**src/rtl/connect_pkg.sv**
```systemverilog
// connect_pkg
// Shared definitions for the connect-N board engine: cell encodings, the
// engine FSM state type and the neighbour-walk direction table.
package connect_pkg;

    localparam logic [1:0] EMPTY = 2'b00;
    localparam logic [1:0] P1    = 2'b01;
    localparam logic [1:0] P2    = 2'b10;

    typedef enum logic [2:0] {
        IDLE,
        CHECK,
        PLACE,
        WALK_POS,
        WALK_NEG,
        NEXT_DIR,
        DONE
    } state_t;

    typedef struct packed {
        logic signed [1:0] dr;
        logic signed [1:0] dc;
    } delta_t;

    // Row 0 is the top of the board, so +dr walks downwards.
    // 0 horizontal, 1 vertical, 2 diagonal (up-right), 3 anti-diagonal (down-right)
    function automatic delta_t dir_delta(input logic [1:0] d);
        case (d)
            2'd0:    dir_delta = '{dr: 2'sd0,  dc: 2'sd1};
            2'd1:    dir_delta = '{dr: 2'sd1,  dc: 2'sd0};
            2'd2:    dir_delta = '{dr: -2'sd1, dc: 2'sd1};
            default: dir_delta = '{dr: 2'sd1,  dc: 2'sd1};
        endcase
    endfunction

endpackage

```
**src/rtl/connect_board_store.sv**
```systemverilog
// connect_board_store
// Token board storage with one write port and two combinational read ports
// (walker and VGA), per-column fill heights and a total piece counter.
// Ports:
//   CLOCK_50, Resetn        clock, async active-low reset
//   clear                   synchronous empty of board/heights/count
//   we, we_row/col/cell     single write port; also bumps height and count
//   ht_col -> ht            combinational height of a column (0 if out of range)
//   count                   number of tokens on the board
//   wk_row/col -> wk_cell   walker read port
//   rd_row/col -> rd_cell   VGA read port
// Both read ports return EMPTY for out-of-range indices.
module connect_board_store
    import connect_pkg::*;
#(
    parameter int COLS  = 7,
    parameter int ROWS  = 6,
    parameter int COL_W = $clog2(COLS),
    parameter int ROW_W = $clog2(ROWS),
    parameter int CNT_W = $clog2(ROWS*COLS+1)
) (
    input  logic             CLOCK_50,
    input  logic             Resetn,
    input  logic             clear,
    input  logic             we,
    input  logic [ROW_W-1:0] we_row,
    input  logic [COL_W-1:0] we_col,
    input  logic [1:0]       we_cell,
    input  logic [COL_W-1:0] ht_col,
    output logic [ROW_W:0]   ht,
    output logic [CNT_W-1:0] count,
    input  logic [ROW_W-1:0] wk_row,
    input  logic [COL_W-1:0] wk_col,
    output logic [1:0]       wk_cell,
    input  logic [ROW_W-1:0] rd_row,
    input  logic [COL_W-1:0] rd_col,
    output logic [1:0]       rd_cell
);

    logic [1:0]       cells   [ROWS][COLS];
    logic [ROW_W:0]   heights [COLS];
    logic [CNT_W-1:0] pieces;

    function automatic logic row_ok(input logic [ROW_W-1:0] r);
        return {1'b0, r} < (ROW_W+1)'(ROWS);
    endfunction

    function automatic logic col_ok(input logic [COL_W-1:0] c);
        return {1'b0, c} < (COL_W+1)'(COLS);
    endfunction

    always_ff @(posedge CLOCK_50 or negedge Resetn) begin
        if (!Resetn) begin
            for (int r = 0; r < ROWS; r++)
                for (int c = 0; c < COLS; c++)
                    cells[r][c] <= EMPTY;
            for (int c = 0; c < COLS; c++)
                heights[c] <= '0;
            pieces <= '0;
        end else if (clear) begin
            for (int r = 0; r < ROWS; r++)
                for (int c = 0; c < COLS; c++)
                    cells[r][c] <= EMPTY;
            for (int c = 0; c < COLS; c++)
                heights[c] <= '0;
            pieces <= '0;
        end else if (we) begin
            cells[we_row][we_col] <= we_cell;
            heights[we_col]       <= heights[we_col] + (ROW_W+1)'(1);
            pieces                <= pieces + CNT_W'(1);
        end
    end

    assign ht      = col_ok(ht_col) ? heights[ht_col] : '0;
    assign count   = pieces;
    assign wk_cell = (row_ok(wk_row) && col_ok(wk_col)) ? cells[wk_row][wk_col] : EMPTY;
    assign rd_cell = (row_ok(rd_row) && col_ok(rd_col)) ? cells[rd_row][rd_col] : EMPTY;

endmodule

```
**src/rtl/connect_n_engine.sv**
```systemverilog
// connect_n_engine
// Accepts drop requests over valid/ready, places the token in the lowest free
// row of the column and scans for a WIN_LEN line by walking one neighbour cell
// per cycle in each of four directions. Reports reject, win, draw and sticky
// game-over, and exposes the board to the VGA drawer through rd_*.
// Ports:
//   CLOCK_50, Resetn                   clock, async active-low reset
//   clear                              synchronous new game, aborts any scan
//   drop_valid/drop_ready              request handshake (ready only in IDLE)
//   drop_col, drop_player              target column, 0=P1 1=P2
//   done                               one-cycle result pulse
//   accepted, placed_row, win, draw    results, held until next done or clear
//   game_over                          sticky until clear or reset
//   rd_col, rd_row -> rd_cell          combinational board read
//
// state    | meaning
// IDLE     | waiting for a drop, drop_ready high
// CHECK    | reject on bad column, full column or game over
// PLACE    | write token, start walk in direction 0
// WALK_POS | step +delta, count matching cells
// WALK_NEG | step -delta from the placed cell, count matching cells
// NEXT_DIR | reset run, advance direction or finish after direction 3
// DONE     | publish results, pulse done, back to IDLE
module connect_n_engine
    import connect_pkg::*;
#(
    parameter int COLS    = 7,
    parameter int ROWS    = 6,
    parameter int WIN_LEN = 4,
    parameter int COL_W   = $clog2(COLS),
    parameter int ROW_W   = $clog2(ROWS)
) (
    input  logic             CLOCK_50,
    input  logic             Resetn,
    input  logic             clear,
    input  logic             drop_valid,
    output logic             drop_ready,
    input  logic [COL_W-1:0] drop_col,
    input  logic             drop_player,
    output logic             done,
    output logic             accepted,
    output logic [ROW_W-1:0] placed_row,
    output logic             win,
    output logic             draw,
    output logic             game_over,
    input  logic [COL_W-1:0] rd_col,
    input  logic [ROW_W-1:0] rd_row,
    output logic [1:0]       rd_cell
);

    localparam int CNT_W = $clog2(ROWS*COLS+1);
    localparam int RUN_W = $clog2(WIN_LEN+1);
    localparam logic [CNT_W-1:0] FULL_COUNT = CNT_W'(ROWS*COLS);

    state_t                  state;
    logic [1:0]              dir;
    logic [RUN_W-1:0]        run;
    logic [COL_W-1:0]        col_q;
    logic                    player_q;
    logic [ROW_W-1:0]        row_q;
    logic signed [ROW_W:0]   wr;
    logic signed [COL_W:0]   wc;
    logic                    acc_q;
    logic                    win_q;

    logic [ROW_W:0]          ht;
    logic [CNT_W-1:0]        count;
    logic [1:0]              wk_cell;
    logic [1:0]              my_cell;
    logic [ROW_W-1:0]        new_row;
    logic                    col_bad;
    logic                    on_board;
    logic                    step_match;
    logic                    run_hits_win;
    logic                    draw_now;
    logic signed [ROW_W:0]   row_s;
    logic signed [ROW_W:0]   new_row_s;
    logic signed [COL_W:0]   col_s;
    delta_t                  d_first;
    delta_t                  d_cur;
    delta_t                  d_next;

    function automatic logic signed [ROW_W:0] ext_r(input logic signed [1:0] v);
        return (ROW_W+1)'(v);
    endfunction

    function automatic logic signed [COL_W:0] ext_c(input logic signed [1:0] v);
        return (COL_W+1)'(v);
    endfunction

    assign my_cell   = player_q ? P2 : P1;
    assign new_row   = ROW_W'(ROWS-1) - ht[ROW_W-1:0];
    assign col_bad   = {1'b0, col_q} >= (COL_W+1)'(COLS);
    assign row_s     = $signed({1'b0, row_q});
    assign new_row_s = $signed({1'b0, new_row});
    assign col_s     = $signed({1'b0, col_q});
    assign d_first   = dir_delta(2'd0);
    assign d_cur     = dir_delta(dir);
    assign d_next    = dir_delta(dir + 2'd1);

    // Walk coordinates carry a sign bit, so stepping past either edge shows
    // up as negative or >= size instead of wrapping onto a real cell.
    assign on_board = !wr[ROW_W] && !wc[COL_W]
                      && ({1'b0, wr[ROW_W-1:0]} < (ROW_W+1)'(ROWS))
                      && ({1'b0, wc[COL_W-1:0]} < (COL_W+1)'(COLS));
    assign step_match   = on_board && (wk_cell == my_cell);
    assign run_hits_win = (run + RUN_W'(1)) == RUN_W'(WIN_LEN);
    assign draw_now     = acc_q && !win_q && (count == FULL_COUNT);

    connect_board_store #(
        .COLS  (COLS),
        .ROWS  (ROWS),
        .COL_W (COL_W),
        .ROW_W (ROW_W),
        .CNT_W (CNT_W)
    ) u_store (
        .CLOCK_50 (CLOCK_50),
        .Resetn   (Resetn),
        .clear    (clear),
        .we       (state == PLACE),
        .we_row   (new_row),
        .we_col   (col_q),
        .we_cell  (my_cell),
        .ht_col   (col_q),
        .ht       (ht),
        .count    (count),
        .wk_row   (wr[ROW_W-1:0]),
        .wk_col   (wc[COL_W-1:0]),
        .wk_cell  (wk_cell),
        .rd_row   (rd_row),
        .rd_col   (rd_col),
        .rd_cell  (rd_cell)
    );

    always_ff @(posedge CLOCK_50 or negedge Resetn) begin
        if (!Resetn) begin
            state      <= IDLE;
            dir        <= '0;
            run        <= '0;
            col_q      <= '0;
            player_q   <= 1'b0;
            row_q      <= '0;
            wr         <= '0;
            wc         <= '0;
            acc_q      <= 1'b0;
            win_q      <= 1'b0;
            drop_ready <= 1'b0;
            done       <= 1'b0;
            accepted   <= 1'b0;
            placed_row <= '0;
            win        <= 1'b0;
            draw       <= 1'b0;
            game_over  <= 1'b0;
        end else if (clear) begin
            state      <= IDLE;
            drop_ready <= 1'b1;
            done       <= 1'b0;
            accepted   <= 1'b0;
            placed_row <= '0;
            win        <= 1'b0;
            draw       <= 1'b0;
            game_over  <= 1'b0;
        end else begin
            done <= 1'b0;
            case (state)
                IDLE: begin
                    drop_ready <= 1'b1;
                    if (drop_valid && drop_ready) begin
                        col_q      <= drop_col;
                        player_q   <= drop_player;
                        drop_ready <= 1'b0;
                        state      <= CHECK;
                    end
                end
                CHECK: begin
                    if (col_bad || (ht == (ROW_W+1)'(ROWS)) || game_over) begin
                        acc_q <= 1'b0;
                        win_q <= 1'b0;
                        state <= DONE;
                    end else begin
                        state <= PLACE;
                    end
                end
                PLACE: begin
                    row_q <= new_row;
                    acc_q <= 1'b1;
                    win_q <= 1'b0;
                    run   <= RUN_W'(1);
                    dir   <= 2'd0;
                    wr    <= new_row_s + ext_r(d_first.dr);
                    wc    <= col_s + ext_c(d_first.dc);
                    state <= WALK_POS;
                end
                WALK_POS: begin
                    if (step_match) begin
                        if (run_hits_win) begin
                            win_q <= 1'b1;
                            state <= DONE;
                        end else begin
                            run <= run + RUN_W'(1);
                            wr  <= wr + ext_r(d_cur.dr);
                            wc  <= wc + ext_c(d_cur.dc);
                        end
                    end else begin
                        wr    <= row_s - ext_r(d_cur.dr);
                        wc    <= col_s - ext_c(d_cur.dc);
                        state <= WALK_NEG;
                    end
                end
                WALK_NEG: begin
                    if (step_match) begin
                        if (run_hits_win) begin
                            win_q <= 1'b1;
                            state <= DONE;
                        end else begin
                            run <= run + RUN_W'(1);
                            wr  <= wr - ext_r(d_cur.dr);
                            wc  <= wc - ext_c(d_cur.dc);
                        end
                    end else begin
                        state <= NEXT_DIR;
                    end
                end
                NEXT_DIR: begin
                    if (dir == 2'd3) begin
                        state <= DONE;
                    end else begin
                        dir   <= dir + 2'd1;
                        run   <= RUN_W'(1);
                        wr    <= row_s + ext_r(d_next.dr);
                        wc    <= col_s + ext_c(d_next.dc);
                        state <= WALK_POS;
                    end
                end
                DONE: begin
                    done       <= 1'b1;
                    accepted   <= acc_q;
                    win        <= win_q;
                    draw       <= draw_now;
                    game_over  <= game_over | win_q | draw_now;
                    placed_row <= acc_q ? row_q : '0;
                    drop_ready <= 1'b1;
                    state      <= IDLE;
                end
                default: state <= IDLE;
            endcase
        end
    end

endmodule

```
**config.mk**
```make
export PLATFORM = sky130hd
export DESIGN_NAME = connect_n_engine
export DESIGN_NICKNAME = d
export VERILOG_FILES = /design/src/rtl/connect_pkg.sv /design/src/rtl/connect_board_store.sv /design/src/rtl/connect_n_engine.sv
export SDC_FILE = /design/constraint.sdc
export NUM_CORES = 1
export LEC_CHECK = 0
export CORE_MARGIN = 5
export CORE_UTILIZATION = 55
export CTS_BUF_LIST = sky130_fd_sc_hd__clkbuf_4
export DETAILED_ROUTE_END_ITERATION = 16
export PLACE_DENSITY = 0.72
export RECOVER_POWER = 25
export SLEW_MARGIN = 20
export SYNTH_ARGS = -nofsm -noshare
export SYNTH_HDL_FRONTEND = slang
export SYNTH_SLANG_ARGS = --single-unit
```
**constraint.sdc**
```tcl
create_clock -name CLOCK_50 -period 4.32 [get_ports CLOCK_50]
set_input_delay 1.296 -clock CLOCK_50 [delete_from_list [all_inputs] [get_ports CLOCK_50]]
set_output_delay 1.296 -clock CLOCK_50 [all_outputs]
set_load 0.03 [all_outputs]
```
==> flow_summary.yaml <==
placement:
  gp_congestion: 0.869
  placed_cells: 1322
  hpwl_um: 18200
  portBuffers: 24
clock_tree:
  cts.clk_slew.worst_paths_ps: 140
  clk-insertion-delay-late_ps: 570
  cts.sinks: 152
  cts_tree: "built"
  root_buffer: "clkbuf_4"
  cts_max_path_buffers: 2
  htree_levels: 4
  cts_hold_buffers: 0
  cts_buffers: 17
critical_path:
  cp_data_required_time_ps: 3020
  worstSetupPathType: "in2out"
  crit_path_start: "rd_row[1]"
  crit_path_max_incr_delay_ps: 470
  cp_common_cell: "buf_6"
  cp.arrival_ps: 2980
  cp_slowest_cell: "mux4_2"
  worst-path-buf-inv: 4
  cp-start-kind: "input port"
  crit_family: "compound AO/OA/AOI/OAI gates"
  crit_fanout: 9
  r2r_start: "wr[0]"
  cp_cell_sequence: "buf_6 > clkinv_4 > buf_6 > o21ai_0 > mux4_2 > o32a_1 > a221oi_4 > buf_6"
  crit_path_end_kind: "primary output"
synth:
  ys_warn_count: 0
  netlist.area_leader.share: 0.396
  synth_top_cell_by_area: "dfrtp_1"
  synth_cell_types: 69
  synth_ff_type: "dfrtp_1"
  synth-edff-count: 0
  ys_ff_latch: 152
  synthTopCellsByArea: "dfrtp_1 40%, nor2_1 6.5%, a21oi_1 6.1%, nand2_1 4.7%, ha_1 4.6%"
  synth-async-reset-ratio: 1.00
  ys_seq_area_frac: 0.396
  syn_area_mm2: 0.00961
  synthCells: 1100
  avgSynthCellArea_um2: 8.74
  syn_nets: 1153
pwr:
  power.leakage_uw: 0.00450
  power_density_mw_per_mm2: 461
  ir_drop_mv: 0.302
floorplan:
  start_util: 0.558
  die_h_um: 142
  core_mm2: 0.0172
  die-area_mm2: 0.0202
  num_io_pins: 25
  rows: 48
  fp.dieW_um: 142
timing:
  setup_viol: 0
  finalCritPeriodShare: 0.990
  finalMaxSlewViolations: 69
  fmax_mhz: 234
  setup-tns-final_ps: 0
  grt_setup_unrepaired: "no"
  min_period_ps: 4280
  hold_viol: 0
  worst_pin_slew_ps: 1750
  slew_headroom: -0.167
  skew_ps: 18.8
global_routing:
  grt_max_degree: 79
  grt_pass1_vias: 8047
  track_usage: 0.265
  gr-total-overflow: 0
  grt_pass1_wl_um: 42600
  antenna_found_initial: 1
detailed_routing:
  drc: 0
  route.vias.total: 8355
  drt_first_pass_iters: 5
  vias_per_cell: 6.14
  routedWlPerCell_um: 19.1
  antenna_left: 0
  wl_um: 25900
  drtIter0Drc: 651
final_layout:
  syn_to_final_growth_pct: 10.4
  fin_cells: 1360
  layout_commonest_cell: "nor2_1"
  multi_input_area_mm2: 0.00542
  nFillCells: 1460
  ff_latch_area_mm2: 0.00381
  final_core_util: 0.616
  final_cell_mix: "166 x nor2_1, 150 x dfrtp_1, 120 x nand2_1, 116 x a21oi_1, 58 x nand3_1"
  layout.nets: 1174
  drive_gt1_frac: 0.142
status:
  violations: "max-capacitance violations, max-slew violations"
  status: "finished, violations left"
worst_hold_path:
  hp-class: "reg2reg"
  hold_start: "accepted"
flow_run:
  drv_cap: 1
==> metal layers <==
metal  vias up  GRT usage  part of all wire
met5         -          0                 0
li1       3943          -                 -
met3        43     0.0598             0.069
met2       290      0.429              0.48
met1      4079      0.358              0.43
met4         0     0.0818             0.023
==> stage by stage <==
stage / hold WS [ps] / total power, µW / instance area, µm² / setup slack, ps
after global placement: 465 / 3920 / 10200 / -459
final: 496 / 4890 / 10600 / 43.0
after floorplan: 460 / 3290 / 9630 / -18.9
after CTS: 499 / 4890 / 10600 / 2.90
after detailed placement: 466 / 3940 / 10200 / -493
after global routing: 539 / 5220 / 10600 / 0.669
==> cells in the mapped netlist (4+ instances only) <==
library cell and count:
or3_1 11, nand2b_1 9, nand2_1 120, o31ai_1 6
ha_1 35, o21ai_0 41, buf_2 7, o211ai_1 4
a21oi_1 118, a21o_1 4, fa_1 4, inv_1 26
and2_1 4, mux2i_1 40, buf_6 4, nor2_1 166
nand3_1 58, dfrtp_1 152, clkbuf_1 61, buf_1 6
o22ai_1 17, xnor2_1 11, a22oi_1 15, nor3_1 13
nand4_1 6, mux2_2 16, a31oi_1 10, mux2_1 4
a22o_1 4, nor4_2 5, or3b_2 4, mux4_2 18
nor2b_1 12, a211oi_1 20, xor2_1 10, o21ai_1 9
==> final cells by class <==
| type | instances | share of cell area |
|---|---|---|
| multi-input cells | 839 | 0.510 |
| flip-flops and latches | 152 | 0.359 |
| repair buffers | 81 | 0.0653 |
| well taps | 225 | 0.0265 |
| clock inverters | 14 | 0.0153 |
| clock buffers | 18 | 0.0127 |
| inverters | 30 | 0.0111 |
| diodes | 1 | 0.000236 |
==> kinds of logic (layout without fill, tap and decap cells) <==
group           Yosys count  after routing  share of synthesized area
buf+inv                 109            143                     0.0470
other cells               0              1                          0
flops                   152            152                      0.396
compound gates          275            275                      0.176
fa+ha+maj                39             39                     0.0539
mux                      78             78                      0.107
xor+xnor                 21             21                     0.0191
simple gates            426            426                      0.200
==> what timing repair did <==
item,in CTS,in global routing
endpoints found under the setup margin,2,2
gates resized for setup,25,15
cloned,1,0
pin swaps,6,4
setup buffers,3,2
==> power by group <==
part / switching (µW) / leakage, µW / total (µW) / internal [µW]
combinational: 1330 / 0.00227 / 2140 / 806
clock: 567 / 0.000154 / 931 / 364
sequential: 296 / 0.00207 / 1820 / 1520
==> registers in the layout (all words and copies together), names as in the netlist, 4 cells and up <==
name,cells
u_store.count,6
wr,4
wc,4
u_store.cells,84
u_store.heights,28
==> path summary, 6_finish.rpt <==
path / to / slack (ps) / cells past startpoint
worst max-delay path: rd_cell[0] / 40 / 8
worst min-delay path: accepted / 500 / 1
worst max register to register: wc[3] / 740 / 9
worst min register to register: accepted / 500 / 1
max in group asynchronous: u_store.heights[1] / 1560 / 2
min in group asynchronous: u_store.cells[12] / 1180 / 1
(Power assumes the default switching activity.)
